==> config.mk <==
export PLATFORM = sky130hd
export DESIGN_NAME = display_scheduler
export DESIGN_NICKNAME = d
export VERILOG_FILES = /design/src/rtl/display_scheduler.sv
export SDC_FILE = /design/constraint.sdc
export NUM_CORES = 1
export LEC_CHECK = 0
export ABC_CLOCK_PERIOD_IN_PS = 5400
export CORE_MARGIN = 4
export CORE_UTILIZATION = 30
export CTS_BUF_LIST = sky130_fd_sc_hd__clkbuf_16
export DETAILED_ROUTE_END_ITERATION = 6
export GPL_TIMING_DRIVEN = 0
export SYNTH_ARGS = -nofsm -noshare
export SYNTH_HDL_FRONTEND = slang
export SYNTH_SLANG_ARGS = --single-unit
==> constraint.sdc <==
create_clock -name clk -period 5.4 [get_ports clk]
set_input_delay 0.54 -clock clk [delete_from_list [all_inputs] [get_ports clk]]
set_output_delay 0.54 -clock clk [all_outputs]
set_load 0.01 [all_outputs]
==> src/rtl/display_scheduler.sv <==
// -----------------------------------------------------------------------------
// display_scheduler
//
// Scan controller and arbiter for an 8-digit seven-segment display. The
// persistent base frame is shown by default. A timed overlay frame can take
// over the display for OVL_FRAMES full frames. Overlay switches happen only on
// frame boundaries, and the display then returns to the base frame by itself.
//
// Parameters:
//   SCAN_DIV   clk cycles per digit slot
//   BLANK_CYC  dead-time cycles at the start of each slot (seg_en = 0)
//   OVL_FRAMES overlay duration in full 8-slot frames (0 behaves as 1)
//
// Ports:
//   clk, rst              clock, synchronous active-high reset
//   base_wr/addr/data     base frame buffer write port
//   ovl_wr/addr/data      overlay shadow buffer write port
//   ovl_req / ovl_ack     overlay request / one-cycle acceptance pulse
//   ovl_busy              overlay pending or showing
//   blank                 force the display dark (timing keeps running)
//   seg_en                one-hot digit enable
//   tube1 / tube2         segment codes for digits 0-3 / 4-7
//   frame_tick            one-cycle pulse when slot 0 begins
//   state_dbg             current overlay FSM state (debug observation)
//
// Optional feature macro: DISPLAY_OVL_BLINK_EN
//   When defined, the overlay blinks with a phase that toggles every 32 frames.
// -----------------------------------------------------------------------------
module display_scheduler #(
  parameter int SCAN_DIV   = 100000,
  parameter int BLANK_CYC  = 1000,
  parameter int OVL_FRAMES = 250
) (
  input  logic       clk,
  input  logic       rst,
  input  logic       base_wr,
  input  logic [2:0] base_addr,
  input  logic [7:0] base_data,
  input  logic       ovl_wr,
  input  logic [2:0] ovl_addr,
  input  logic [7:0] ovl_data,
  input  logic       ovl_req,
  output logic       ovl_ack,
  output logic       ovl_busy,
  input  logic       blank,
  output logic [7:0] seg_en,
  output logic [7:0] tube1,
  output logic [7:0] tube2,
  output logic       frame_tick,
  output logic [1:0] state_dbg
);

  typedef enum logic [1:0] {
    ST_BASE = 2'd0,
    ST_PEND = 2'd1,
    ST_SHOW = 2'd2
  } state_e;

  localparam int              DIV_W    = (SCAN_DIV > 1) ? $clog2(SCAN_DIV) : 1;
  localparam logic [DIV_W-1:0] DIV_MAX = DIV_W'(SCAN_DIV - 1);
  localparam logic [DIV_W-1:0] BLANK_V = DIV_W'(BLANK_CYC);
  localparam logic [15:0]     OVL_LOAD = (OVL_FRAMES == 0) ? 16'd1 : 16'(OVL_FRAMES);

  // Scan counters
  logic [DIV_W-1:0] div_q;
  logic [2:0]       slot_q;
  logic             div_wrap;
  logic             boundary;

  // Buffers: base, shadow and active overlay
  logic [7:0] base_q [8];
  logic [7:0] shd_q  [8];
  logic [7:0] act_q  [8];

  // Overlay control
  state_e      state_q;
  logic [15:0] frm_cnt_q;
  logic        ovl_on_q;   // display source is the active-overlay buffer
  logic        accept;
  logic        blink_dark;

  // Output next-state values
  logic [7:0] seg_en_d;
  logic [7:0] tube1_d;
  logic [7:0] tube2_d;
  logic       frame_tick_d;
  logic [7:0] src;
  logic       dark;

  assign div_wrap  = (div_q == DIV_MAX);
  assign boundary  = div_wrap && (slot_q == 3'd7);
  assign state_dbg = state_q;

  // ---------------------------------------------------------------------------
  // Scan counters
  // ---------------------------------------------------------------------------
  always_ff @(posedge clk) begin
    if (rst) begin
      div_q  <= '0;
      slot_q <= 3'd0;
    end else if (div_wrap) begin
      div_q  <= '0;
      slot_q <= slot_q + 3'd1;
    end else begin
      div_q  <= div_q + DIV_W'(1);
    end
  end

  // ---------------------------------------------------------------------------
  // Buffers. The boundary copy reads shd_q before any same-cycle shadow write
  // lands, so a colliding write only affects the next overlay.
  // ---------------------------------------------------------------------------
  always_ff @(posedge clk) begin
    if (rst) begin
      for (int i = 0; i < 8; i++) begin
        base_q[i] <= 8'h00;
        shd_q[i]  <= 8'h00;
        act_q[i]  <= 8'h00;
      end
    end else begin
      if (base_wr) base_q[base_addr] <= base_data;
      if (ovl_wr)  shd_q[ovl_addr]   <= ovl_data;
      if (state_q == ST_PEND && boundary) begin
        for (int i = 0; i < 8; i++) act_q[i] <= shd_q[i];
      end
    end
  end

  // ---------------------------------------------------------------------------
  // Overlay FSM.
  // Handshake: ovl_req is a level sampled every cycle; it is accepted only in
  // BASE or SHOW, and acceptance is signalled by ovl_ack high for exactly the
  // following cycle. Requests seen while PEND are dropped without an ack.
  // ---------------------------------------------------------------------------
  assign accept = ovl_req && (state_q == ST_BASE || state_q == ST_SHOW);

  always_ff @(posedge clk) begin
    if (rst) begin
      state_q   <= ST_BASE;
      frm_cnt_q <= 16'd0;
      ovl_on_q  <= 1'b0;
      ovl_ack   <= 1'b0;
      ovl_busy  <= 1'b0;
    end else begin
      ovl_ack  <= accept;
      // Set together with ack; afterwards it follows the state with one cycle
      // of lag so the fall lines up with the first base slot-0 output.
      ovl_busy <= accept || (state_q != ST_BASE);
      case (state_q)
        ST_BASE: begin
          if (ovl_req) state_q <= ST_PEND;
        end
        ST_PEND: begin
          if (boundary) begin
            state_q   <= ST_SHOW;
            frm_cnt_q <= OVL_LOAD;
            ovl_on_q  <= 1'b1;
          end
        end
        ST_SHOW: begin
          // A retrigger keeps the old overlay visible until the next boundary,
          // unless the old overlay's timer expires on this very boundary.
          if (ovl_req) state_q <= ST_PEND;
          if (boundary) begin
            if (frm_cnt_q == 16'd1) begin
              ovl_on_q <= 1'b0;
              if (!ovl_req) state_q <= ST_BASE;
            end else begin
              frm_cnt_q <= frm_cnt_q - 16'd1;
            end
          end
        end
        default: begin
          state_q  <= ST_BASE;
          ovl_on_q <= 1'b0;
        end
      endcase
    end
  end

  // ---------------------------------------------------------------------------
  // Optional overlay blink
  // ---------------------------------------------------------------------------
`ifdef DISPLAY_OVL_BLINK_EN
  logic [4:0] blink_cnt_q;
  logic       blink_off_q;

  always_ff @(posedge clk) begin
    if (rst) begin
      blink_cnt_q <= 5'd0;
      blink_off_q <= 1'b0;
    end else if (state_q == ST_PEND && boundary) begin
      blink_cnt_q <= 5'd0;
      blink_off_q <= 1'b0;
    end else if (ovl_on_q && boundary) begin
      blink_cnt_q <= blink_cnt_q + 5'd1;
      if (blink_cnt_q == 5'd31) blink_off_q <= ~blink_off_q;
    end
  end

  assign blink_dark = ovl_on_q && blink_off_q;
`else
  assign blink_dark = 1'b0;
`endif

  // ---------------------------------------------------------------------------
  // Output generation, registered below
  // ---------------------------------------------------------------------------
  always_comb begin
    src          = ovl_on_q ? act_q[slot_q] : base_q[slot_q];
    dark         = blank || blink_dark;
    seg_en_d     = 8'h00;
    tube1_d      = 8'h00;
    tube2_d      = 8'h00;
    frame_tick_d = (div_q == '0) && (slot_q == 3'd0);
    if (!dark && (div_q >= BLANK_V)) seg_en_d = 8'h01 << slot_q;
    if (!dark && !slot_q[2]) tube1_d = src;
    if (!dark &&  slot_q[2]) tube2_d = src;
  end

  always_ff @(posedge clk) begin
    if (rst) begin
      seg_en     <= 8'h00;
      tube1      <= 8'h00;
      tube2      <= 8'h00;
      frame_tick <= 1'b0;
    end else begin
      seg_en     <= seg_en_d;
      tube1      <= tube1_d;
      tube2      <= tube2_d;
      frame_tick <= frame_tick_d;
    end
  end

endmodule

Word level (Yosys, flattened, before mapping)
Memory sizes are Yosys's and may differ from the RTL's. A register that Yosys moved wholly into a read port is not among the register bits.
Cells that the tools add are included.
Storage, ports and cells
  flip-flop bits (word level): 66
  bits in writable memories: 192
  bits of input ports: 28
  output and inout bits: 29
  memories kept: 3
Cells by class
  add/subtract/negate cells: 3
  $lt $le $gt $ge: 1
  equal/unequal tests: 9
  shift operators: 1
  multiplexer cells: 44
  bitwise operators: 12
  reductions and logical operators: 24
Memory list
  act_q: words 8, bits a word 8, read ports 1, clocked after memory_dff 1, wr ports 8, RTL line 73  | logic [7:0] act_q [8];
  base_q: words 8, bits a word 8, read ports 1, clocked after memory_dff 1, wr ports 8, RTL line 71  | logic [7:0] base_q [8];
  shd_q: words 8, bits a word 8, read ports 8, clocked after memory_dff 0, wr ports 8, RTL line 72  | logic [7:0] shd_q [8];
Operators with widths (count)
  8-bit two-way mux: 11
  16-bit two-way mux: 3
  16-bit case mux with 2 select lines: 1
  3-bit two-way mux: 6
  17-bit by 1-bit adder with 17-bit output, second input constant: 1
  17-bit equality test, second input constant: 1
  17-bit by 10-bit greater-or-equal comparator with 1-bit output, second input constant: 1
  17-bit logical NOT: 1
  16-bit by 1-bit equality test with 1-bit output, second input constant: 1
  1-bit two-way mux: 16
  8-bit OR reduction: 2
  16-bit by 1-bit subtractor with 16-bit output, second input constant: 1
  2-bit two-way mux: 5
  1-bit bitwise OR: 8
  4-bit AND reduction: 2
  2-bit OR reduction: 4
  1-bit by 3-bit left shift with 8-bit output, first input constant: 1
  1-bit logical AND: 7
  2-bit != test, second input constant: 3
  2-bit case mux with 3 select lines: 1
  1-bit NOT: 4
  2-bit nonzero test: 2
  3-bit by 1-bit adder with 3-bit output, second input constant: 1
  3-bit equality test, second input constant: 1
  8 further kinds: 10

Depth between registers and ports, before layout
Gate-level depths: netlist (run 1).
  word-level depth: 7
  depth in mapped cells: 9

Worst setup path before layout (run 1)
No wires, ideal clock.
  path type: flip-flop to flip-flop
  start: register div_q[0]
  end: memory act_q[0][0] (enable)
  setup time: 508 ps
  arrival: 4479 ps
  required time: 4892 ps
  setup slack: 413 ps
  stages on the path, launching flop included: 7
  path buffers: 1
  path through: dfxtp_1 ha_1 and4_1 and3_1 nand2_1 buf_2 o21ai_1
RTL lines
  start: declaration: RTL line 65  | logic [DIV_W-1:0] div_q;
  start signal: assignment: RTL line 105  | div_q <= div_q + DIV_W'(1);
  end: declaration: RTL line 73

==> results of run 1 <==
-- worst min-delay path, cell delays in order (launching register included) --
cell	delay (ns)
dfxtp_1	0.32
o31ai_1	0.07
a21oi_1	0.06
-- logic make-up after synthesis --
| logic type | count (synthesis) |
|---|---|
| AND/OR/NAND/NOR | 374 |
| flip-flops | 261 |
| AO/OA/AOI/OAI | 48 |
| multiplexers | 42 |
| buffers and inverters | 40 |
| XOR/XNOR | 16 |
| adder cells (fa/ha/maj) | 9 |
-- power groups by stage --
stage          clock network, mW  logic, mW  registers [mW]
3_3_place_gp                   0      0.189            2.31
4_1_cts                     1.85      0.197            2.27
5_1_grt                     1.93      0.211            2.28
3_5_place_dp                   0      0.197            2.31
2_1_floorplan                  0     0.0964            2.30
6_report                    1.80      0.194            2.27
-- synthesized netlist by cell type, drive strengths merged (5+ instances only) --
cell | count | area share, %
dfxtp | 69 | 12
nor3 | 18 | 0.92
nor2 | 36 | 1.2
and3 | 9 | 0.51
or2 | 11 | 0.62
a21oi | 13 | 0.59
xor2 | 5 | 0.40
inv | 11 | 0.37
mux4 | 40 | 8.1
o31ai | 10 | 0.68
buf | 16 | 0.77
xnor2 | 11 | 0.87
nand4 | 5 | 0.28
edfxtp | 192 | 52
nand2 | 14 | 0.48
clkbuf | 13 | 0.44
nand3 | 12 | 0.54
nor2b | 23 | 1.3
nor4 | 10 | 0.68
o21ai | 11 | 0.50
ha | 9 | 1.0
and2 | 200 | 11
or4 | 13 | 0.92
-- metrics by stage --
step,setup slack (ns),area [um^2]
finish,2.63,13100
floorplan,0.413,11100
global route,2.34,13100
CTS,2.62,13100
detailed placement,2.12,12200
global placement,-1.48,12200
-- sequential cells by signal, indices dropped and copies added, names as in the netlist, named ones only --
register	count
frm_cnt_q	16
state_dbg	2
slot_q	3
ovl_busy	1
frame_tick	1
act_q	64
ovl_ack	1
div_q	17
seg_en	8
tube2	8
ovl_on_q	1
base_q	64
tube1	8
shd_q	64
-- area by class of cell --
class | instances | area [um^2]
Fill cell | 3443 | 23400
Inverter | 11 | 41.3
Timing Repair Buffer | 58 | 596
Clock buffer | 29 | 726
Sequential cell | 261 | 7150
Buffer | 29 | 134
Clock inverter | 25 | 151
Tap cell | 468 | 586
Multi-Input combinational cell | 489 | 3750
-- worst max-delay path by stage --
stage	slack, ns	start	cells past startpoint	endpoint
floorplan	0.41	div_q[0]$_SDFF_PP0_	6	act_q[0][0]$_SDFFCE_PN0P_
global placement	-1.48	div_q[0]$_SDFF_PP0_	6	act_q[3][3]$_SDFFCE_PN0P_
detailed placement	2.12	rst	4	base_q[1][6]$_SDFFCE_PN0P_
CTS	2.62	div_q[0]$_SDFF_PP0_	8	act_q[5][6]$_SDFFCE_PN0P_
global route	2.34	div_q[0]$_SDFF_PP0_	8	act_q[5][6]$_SDFFCE_PN0P_
finish	2.63	div_q[0]$_SDFF_PP0_	7	act_q[0][5]$_SDFFCE_PN0P_
-- metal layers --
layer	vias up	track usage [%]	routed length, um
li1	3076	-	-
met1	3080	16.3	10900
met2	137	20.3	11400
met3	37	2.03	1240
met4	0	2.84	478
met5	-	0	0
==> reports/results.txt, run 1 <==
endpoints failing setup = 0
Placer Congestion = 0.796
top_reg_cell synth = edfxtp_1
initial antenna violation count = 0
startpoint types = flop
LEAKAGE = 4.55 nW
worst-case reg-to-reg path depth = 7
vias in the first global route = 6,463
clk_skew = 0.0153 ns
drt first-iter violations = 434
#FFs+latches synth = 261
core footprint = 36,500 um^2
crit share post-route = 51.4%
CTS buffer count = 29
Worst-path clk slew = 0.06 ns
HP Start = frm_cnt_q[8]$_SDFFE_PP0P_
first-pass GRT wire length = 37,500 um
leading cell type in the layout, fill and taps excluded = and2_1
Worst slew margin = 6.77%
# port buffers = 55
io pins = 57
CP max stage delay = 0.47 ns
multiplexer share of the synthesized area = 8.33%
fin. max-slew vios = 0
slew at the pin with the worst max-slew slack = 1.39 ns
worst r2r src = div_q[0]$_SDFF_PP0_
Final Routed Wirelength = 24,000 um
number of diodes = 0
syn avg cell area = 14.0 um^2
Worst path slowest cell = o21ai_4
crit-path max FO = 31
H-tree levels = 1
worst path cell trace = ha_1 > and4_1 > and3_1 > nand2_1 > buf_2 > o21ai_4 > buf_12
Avg WL per Cell = 17.6 um
Sink Count = 261
clk root buf = clkbuf_16
worst-skew pair later-pin latency = 0.54 ns
register area share after synthesis = 64.6%
Synth Area in XOR/XNOR = 1.27%
GRT Total Usage = 12.0%
CP Buf/Inv Count = 2
Synth Warn # = 0
reg2reg setup slack = 2.63 ns
CTS tree = yes
DIE WIDTH = 200 um
switching power = 0.918 mW
die area = 40,000 um^2
# DRC = 0
complex-gate fraction of the synthesized area = 2.78%
Post-CTS Setup Bufs = 0
Hold/Removal Path Class = flop to flop
most frequent cells in the layout = and2_1 (200), edfxtp_1 (192), dfxtp_1 (69)
drt first pass iters = 4
antenna-violating nets left = 0
# rows = 70
crit path time final = 2.77 ns
Sw Ratio = 21.5%
WHS Endpoint = frm_cnt_q[8]$_SDFFE_PP0P_
number of synthesized flops with an enable pin = 192
Setup TNS Final = 0 ns
DR vias = 6,330
Hold-fix buffers, CTS = 0
asr flop ratio synth = 0%
Starting Density = 30.3%
WHS Path Cells = 2
Req. time, crit path = 5.63 ns
cell family with most CP delay = simple AND/OR/NAND/NOR gates
Synth Net Count = 827
RSZ-0062 raised after global routing = false
Power Dens Cells = 325 nW/um^2
Mapped Area = 11,100 um^2
largest family of logic cells by synthesized area = simple AND/OR/NAND/NOR gates
Layout Cells excl Fill = 1,370
Reg power frac = 53.2%
synth-to-layout area growth = 18.7%
Logic pwr share = 4.5%
outcome = finished, final reports clean
Clk pwr share = 42.3%
Hold WS = 0.491 ns
Post-Place Cells = 1,315
Post-Synth Simple-Gate Area = 20.4%
global route overflow = 0
Pint = 3.34 mW
Post-Syn Instances = 790
layout cells sized above 1 = 11.6%
Layout Utilization = 36.0%
Synth Area in Adders = 1.02%
worst path arrival time = 3.00 ns
post-CTS sizing = 0
die extent in y = 200 um
max-cap violations = 0
Max Freq = 0.360 GHz
Final Hold Viols = 0
post-synthesis cell type count = 49
VDD IR max = 220 uV
largest net degree at the start of global routing = 32
Setup crit end kind = flop
FF-to-FF End = act_q[0][5]$_SDFFCE_PN0P_
power after layout = 4.26 mW
detailed placement HPWL = 17,200 um
clock tree buffer depth = 3
Via density = 4.62
WS Path Type = flop to flop
NumNets Final = 916
Power figures use the tool's default switching activity.
==> inputs of run 2 (changes only) <==
ABC_CLOCK_PERIOD_IN_PS = 2500   (was 5400)
clock period = 2.5 ns   (was 5.4 ns; I/O delays follow)
==> run 2 against run 1 <==
Effect of this change: design area increased by 2.4%; routed wire length increased by 2.6%; sequential cell count unchanged; count of clock-buffer cells in the layout increased by 1; critical endpoint is now tube1[2]$_SDFF_PP0_; largest cell class unchanged; highest routed layer unchanged.
==> reports/results.txt, run 2 (synthesized netlist as in run 1, its figures left out) <==
outcome = finished, final reports clean (unchanged)
Placer Congestion = 0.812 (was 0.796)
Setup TNS Final = 0 ns (unchanged)
core footprint = 36,500 um^2 (unchanged)
slew at the pin with the worst max-slew slack = 1.09 ns (was 1.39 ns)
clk_skew = 0.0101 ns (was 0.0153 ns)
WS Path Type = flop to flop (unchanged)
CTS buffer count = 29 (unchanged)
Power Dens Cells = 744 nW/um^2 (was 325 nW/um^2)
Sink Count = 261 (unchanged)
Starting Density = 30.3% (unchanged)
GRT Total Usage = 12.3% (was 12.0%)
crit share post-route = 94.7% (was 51.4%)
# port buffers = 55 (unchanged)
Hold/Removal Path Class = input port to flop (was flop to flop)
antenna-violating nets left = 0 (unchanged)
clock tree buffer depth = 3 (unchanged)
initial antenna violation count = 0 (unchanged)
layout cells sized above 1 = 13.8% (was 11.6%)
clk root buf = clkbuf_16 (unchanged)
drt first pass iters = 5 (was 4)
Worst slew margin = 26.8% (was 6.77%)
crit path time final = 2.37 ns (was 2.77 ns)
global route overflow = 0 (unchanged)
most frequent cells in the layout = and2_1 (200), edfxtp_1 (192), dfxtp_1 (67) (was and2_1 (200), edfxtp_1 (192), dfxtp_1 (69))
Worst-path clk slew = 0.06 ns (about the same)
die extent in y = 200 um (unchanged)
Hold WS = 0.387 ns (was 0.491 ns)
io pins = 57 (unchanged)
startpoint types = flop (unchanged)
LEAKAGE = 4.68 nW (was 4.55 nW)
Setup crit end kind = flop (unchanged)
CTS tree = yes (unchanged)
DR vias = 6,323 (was 6,330)
worst-skew pair later-pin latency = 0.55 ns (was 0.54 ns)
number of diodes = 0 (unchanged)
Avg WL per Cell = 18.0 um (was 17.6 um)
vias in the first global route = 6,528 (was 6,463)
# rows = 70 (unchanged)
crit-path max FO = 10 (was 31)
fin. max-slew vios = 0 (unchanged)
leading cell type in the layout, fill and taps excluded = and2_1 (unchanged)
Via density = 4.61 (was 4.62)
Req. time, crit path = 2.92 ns (was 5.63 ns)
max-cap violations = 0 (unchanged)
detailed placement HPWL = 17,600 um (was 17,200 um)
Final Hold Viols = 0 (unchanged)
DIE WIDTH = 200 um (unchanged)
drt first-iter violations = 360 (was 434)
Final Routed Wirelength = 24,700 um (was 24,000 um)
VDD IR max = 575 uV (was 220 uV)
synth-to-layout area growth = 21.5% (was 18.7%)
RSZ-0062 raised after global routing = false (unchanged)
largest net degree at the start of global routing = 28 (was 32)
die area = 40,000 um^2 (unchanged)
first-pass GRT wire length = 38,500 um (was 37,500 um)
worst path arrival time = 2.79 ns (was 3.00 ns)
endpoints failing setup = 0 (unchanged)
H-tree levels = 1 (unchanged)
Max Freq = 0.422 GHz (was 0.360 GHz)
NumNets Final = 919 (was 916)
# DRC = 0 (unchanged)
top flop regs = act_q: 64 flops, base_q: 64 flops, shd_q: 64 flops (unchanged)
## run 2: per-layer routing
layer / part of all wire [%] / GRT usage, %
met5: 0 / 0
met4: 1.8 / 2.79
met3: 4.0 / 1.78
met2: 48 / 20.4
met1: 47 / 17.2
## run 2: worst max-delay path: stages (launching register included)
cell and delay [ns]:
dfxtp_1 0.31, clkbuf_1 0.31, buf_4 0.32, mux4_2 0.57, mux4_2 0.52, and2_1 0.22
## run 2: final cells by class
class                   instances  area [um^2]
clock inverters                23          305
fillers                      3418        23100
inverters                      11         41.3
flip-flops and latches        261         7150
multi-input cells             489         3810
plain buffers                  29          148
repair buffers                 61          646
well taps                     468          586
clock buffers                  30          751
## run 2: path summary, 6_finish.rpt
kind / start / endpoint / slack, ns / depth (start not counted)
setup / recovery: flop / tube1[2]$_SDFF_PP0_ / 0.13 / 5
hold / removal: ovl_req / ovl_ack$_SDFF_PP0_ / 0.39 / 2
setup reg to reg: flop / tube1[2]$_SDFF_PP0_ / 0.13 / 5
hold reg to reg: div_q[0]$_SDFF_PP0_ / div_q[0]$_SDFF_PP0_ / 0.47 / 1
## run 2: report_power, final
group          internal (mW)  leakage [nW]  switching, mW
sequential              4.84          2.44         0.0597
combinational          0.174          1.70          0.257
clock                   2.91         0.537           1.76
## run 2: metrics by stage
| step | std cells | util, % | cell area (um^2) | total power [mW] | worst slack (ns) |
|---|---|---|---|---|---|
| floorplan | 790 | - | 11100 | 5.18 | -0.235 |
| finish | 1372 | 36.8 | 13400 | 10.0 | 0.133 |
| global placement | 1313 | 33.6 | 12300 | 5.40 | -0.948 |
| global route | 1372 | 36.8 | 13400 | 10.3 | 0.0312 |
| CTS | 1369 | 36.7 | 13400 | 10.1 | 0.0133 |
| detailed placement | 1316 | 33.8 | 12300 | 5.43 | -0.446 |
## run 2: timing repair
action,in CTS,in global routing
resized for setup,1,8
pin swaps,0,1
endpoints found under the setup margin,10,72
hold buffers,0,0
setup buffers,0,2
==> inputs of run 3 (changes only) <==
CTS_CLUSTER_DIAMETER = 100   (was default)
SLEW_MARGIN = 20   (was default)
==> run 3 against run 2 <==
Effect of this change: sequential share of layout area is 0.19 points higher; global-route usage is 0.14 points higher; via count is 1.3% higher; critical path depth stayed put; cell count is 0.15% higher; largest cell class unchanged; worst hold slack worse by 0.0071 ns; first-iteration DRC count is 21% lower.
==> reports/results.txt, run 3 (synthesized netlist as in run 1, its figures left out) <==
core footprint = 36,500 um^2 (unchanged)
Avg WL per Cell = 18.1 um (was 18.0 um)
Sink Count = 261 (unchanged)
Setup crit end kind = flop (unchanged)
startpoint types = flop (unchanged)
io pins = 57 (unchanged)
slew at the pin with the worst max-slew slack = 1.08 ns (was 1.09 ns)
antenna-violating nets left = 0 (unchanged)
first-pass GRT wire length = 38,800 um (was 38,500 um)
# rows = 70 (unchanged)
synth-to-layout area growth = 21.1% (was 21.5%)
DR vias = 6,403 (was 6,323)
fin. max-slew vios = 0 (unchanged)
global route overflow = 0 (unchanged)
Worst Slack Setup Final = 0.117 ns (was 0.133 ns)
vias in the first global route = 6,468 (was 6,528)
worst path cell trace = clkbuf_1 > buf_4 > mux4_2 > mux4_2 > and2_1 (unchanged)
CP max stage delay = 0.59 ns (was 0.57 ns)
crit-path max FO = 10 (unchanged)
Hold/Removal Path Class = input port to flop (unchanged)
GRT Total Usage = 12.4% (was 12.3%)
die area = 40,000 um^2 (unchanged)
Setup WS pre-CTS = -0.257 ns (was -0.446 ns)
HP Start = ovl_req (unchanged)
Final Hold Viols = 0 (unchanged)
largest net degree at the start of global routing = 25 (was 28)
CTS buffer count = 29 (unchanged)
WS Path Type = flop to flop (unchanged)
crit share post-route = 95.3% (was 94.7%)
most frequent cells in the layout = and2_1 (200), edfxtp_1 (192), dfxtp_1 (67) (unchanged)
RSZ-0062 raised after global routing = false (unchanged)
Starting Density = 30.3% (unchanged)
cell family with most CP delay = multiplexers (unchanged)
worst-skew pair later-pin latency = 0.55 ns (about the same)
max-cap violations = 0 (unchanged)
top flop regs = act_q: 64 flops, base_q: 64 flops, shd_q: 64 flops (unchanged)
CTS tree = yes (unchanged)
VDD IR max = 583 uV (was 575 uV)
worst-case reg-to-reg path depth = 5 (unchanged)
Worst slew margin = 27.4% (was 26.8%)
outcome = finished, final reports clean (unchanged)
power after layout = 9.70 mW (was 10.0 mW)
# port buffers = 55 (unchanged)
clock tree buffer depth = 3 (unchanged)
detailed placement HPWL = 17,600 um (about the same)
Via density = 4.66 (was 4.61)
Final Routed Wirelength = 24,800 um (was 24,700 um)
die extent in y = 200 um (unchanged)
CP Buf/Inv Count = 2 (unchanged)
drt first-iter violations = 286 (was 360)
Crit. path cell count = 5 (unchanged)
clk_skew = 0.00640 ns (was 0.0101 ns)
worst path arrival time = 2.83 ns (was 2.79 ns)
WHS Path Cells = 2 (unchanged)
LEAKAGE = 4.65 nW (was 4.68 nW)
DIE WIDTH = 200 um (unchanged)
number of diodes = 0 (unchanged)
most frequent CP cell = mux4_2 (unchanged)
layout cells sized above 1 = 13.9% (was 13.8%)
initial antenna violation count = 0 (unchanged)
Fillers = 3,446 (was 3,418)
drt first pass iters = 4 (was 5)
clk root buf = clkbuf_16 (unchanged)
# DRC = 0 (unchanged)
crit path time final = 2.38 ns (was 2.37 ns)
endpoints failing setup = 0 (unchanged)
Placer Congestion = 0.812 (unchanged)
NumNets Final = 920 (was 919)
Power Dens Cells = 724 nW/um^2 (was 744 nW/um^2)
leading cell type in the layout, fill and taps excluded = and2_1 (unchanged)
Worst-path clk slew = 0.06 ns (about the same)
H-tree levels = 1 (unchanged)
Max Freq = 0.420 GHz (was 0.422 GHz)
Worst path slowest cell = mux4_2 (unchanged)
Hold-fix buffers, CTS = 0 (unchanged)
Req. time, crit path = 2.95 ns (was 2.92 ns)
run 3: per-layer routing:
layer | up-vias | global-route usage, % | share of wire, %
met3 | 49 | 1.68 | 3.7
li1 | 3087 | - | -
met1 | 3138 | 17.4 | 46
met5 | - | 0 | 0
met4 | 0 | 3.92 | 3.4
met2 | 129 | 20.3 | 47
run 3: stage by stage:
| stage | utilization (%) | setup TNS [ns] | instance area (um^2) | hold slack [ns] | std cells |
|---|---|---|---|---|---|
| global route | 36.7 | 0 | 13400 | 0.375 | 1374 |
| finish | 36.7 | 0 | 13400 | 0.380 | 1374 |
| detailed placement | 33.8 | -15.56 | 12400 | 0.463 | 1317 |
| floorplan | - | -15.56 | 11100 | 0.370 | 790 |
| global placement | 33.6 | -83.56 | 12300 | 0.458 | 1313 |
| CTS | 36.6 | 0 | 13400 | 0.360 | 1372 |
run 3: final timing paths:
path | endpoint | slack [ns]
worst max-delay path | tube1[6]$_SDFF_PP0_ | 0.12
worst min-delay path | ovl_ack$_SDFF_PP0_ | 0.38
worst max register to register | tube1[6]$_SDFF_PP0_ | 0.12
worst min register to register | div_q[0]$_SDFF_PP0_ | 0.47
run 3: area by class of cell:
type | instances | area [um^2] | area share (%)
Buffer | 29 | 148 | 1.10
Clock buffer | 30 | 751 | 5.61
Clock inverter | 24 | 235 | 1.76
Inverter | 11 | 41.3 | 0.308
Multi-Input combinational cell | 490 | 3820 | 28.6
Sequential cell | 261 | 7150 | 53.4
Tap cell | 468 | 586 | 4.37
Timing Repair Buffer | 61 | 653 | 4.88
run 3: timing repair:
action,CTS,global route
setup endpoints to repair,61,56
gates cloned,1,0
pin swaps,1,1
gates resized for setup,1,7
setup buffers,0,2
run 3: where the power goes:
group | internal [mW] | leakage (nW) | total [mW] | switching [mW]
combinational | 0.176 | 1.71 | 0.436 | 0.260
clock | 2.60 | 0.504 | 4.37 | 1.76
sequential | 4.84 | 2.44 | 4.90 | 0.0581
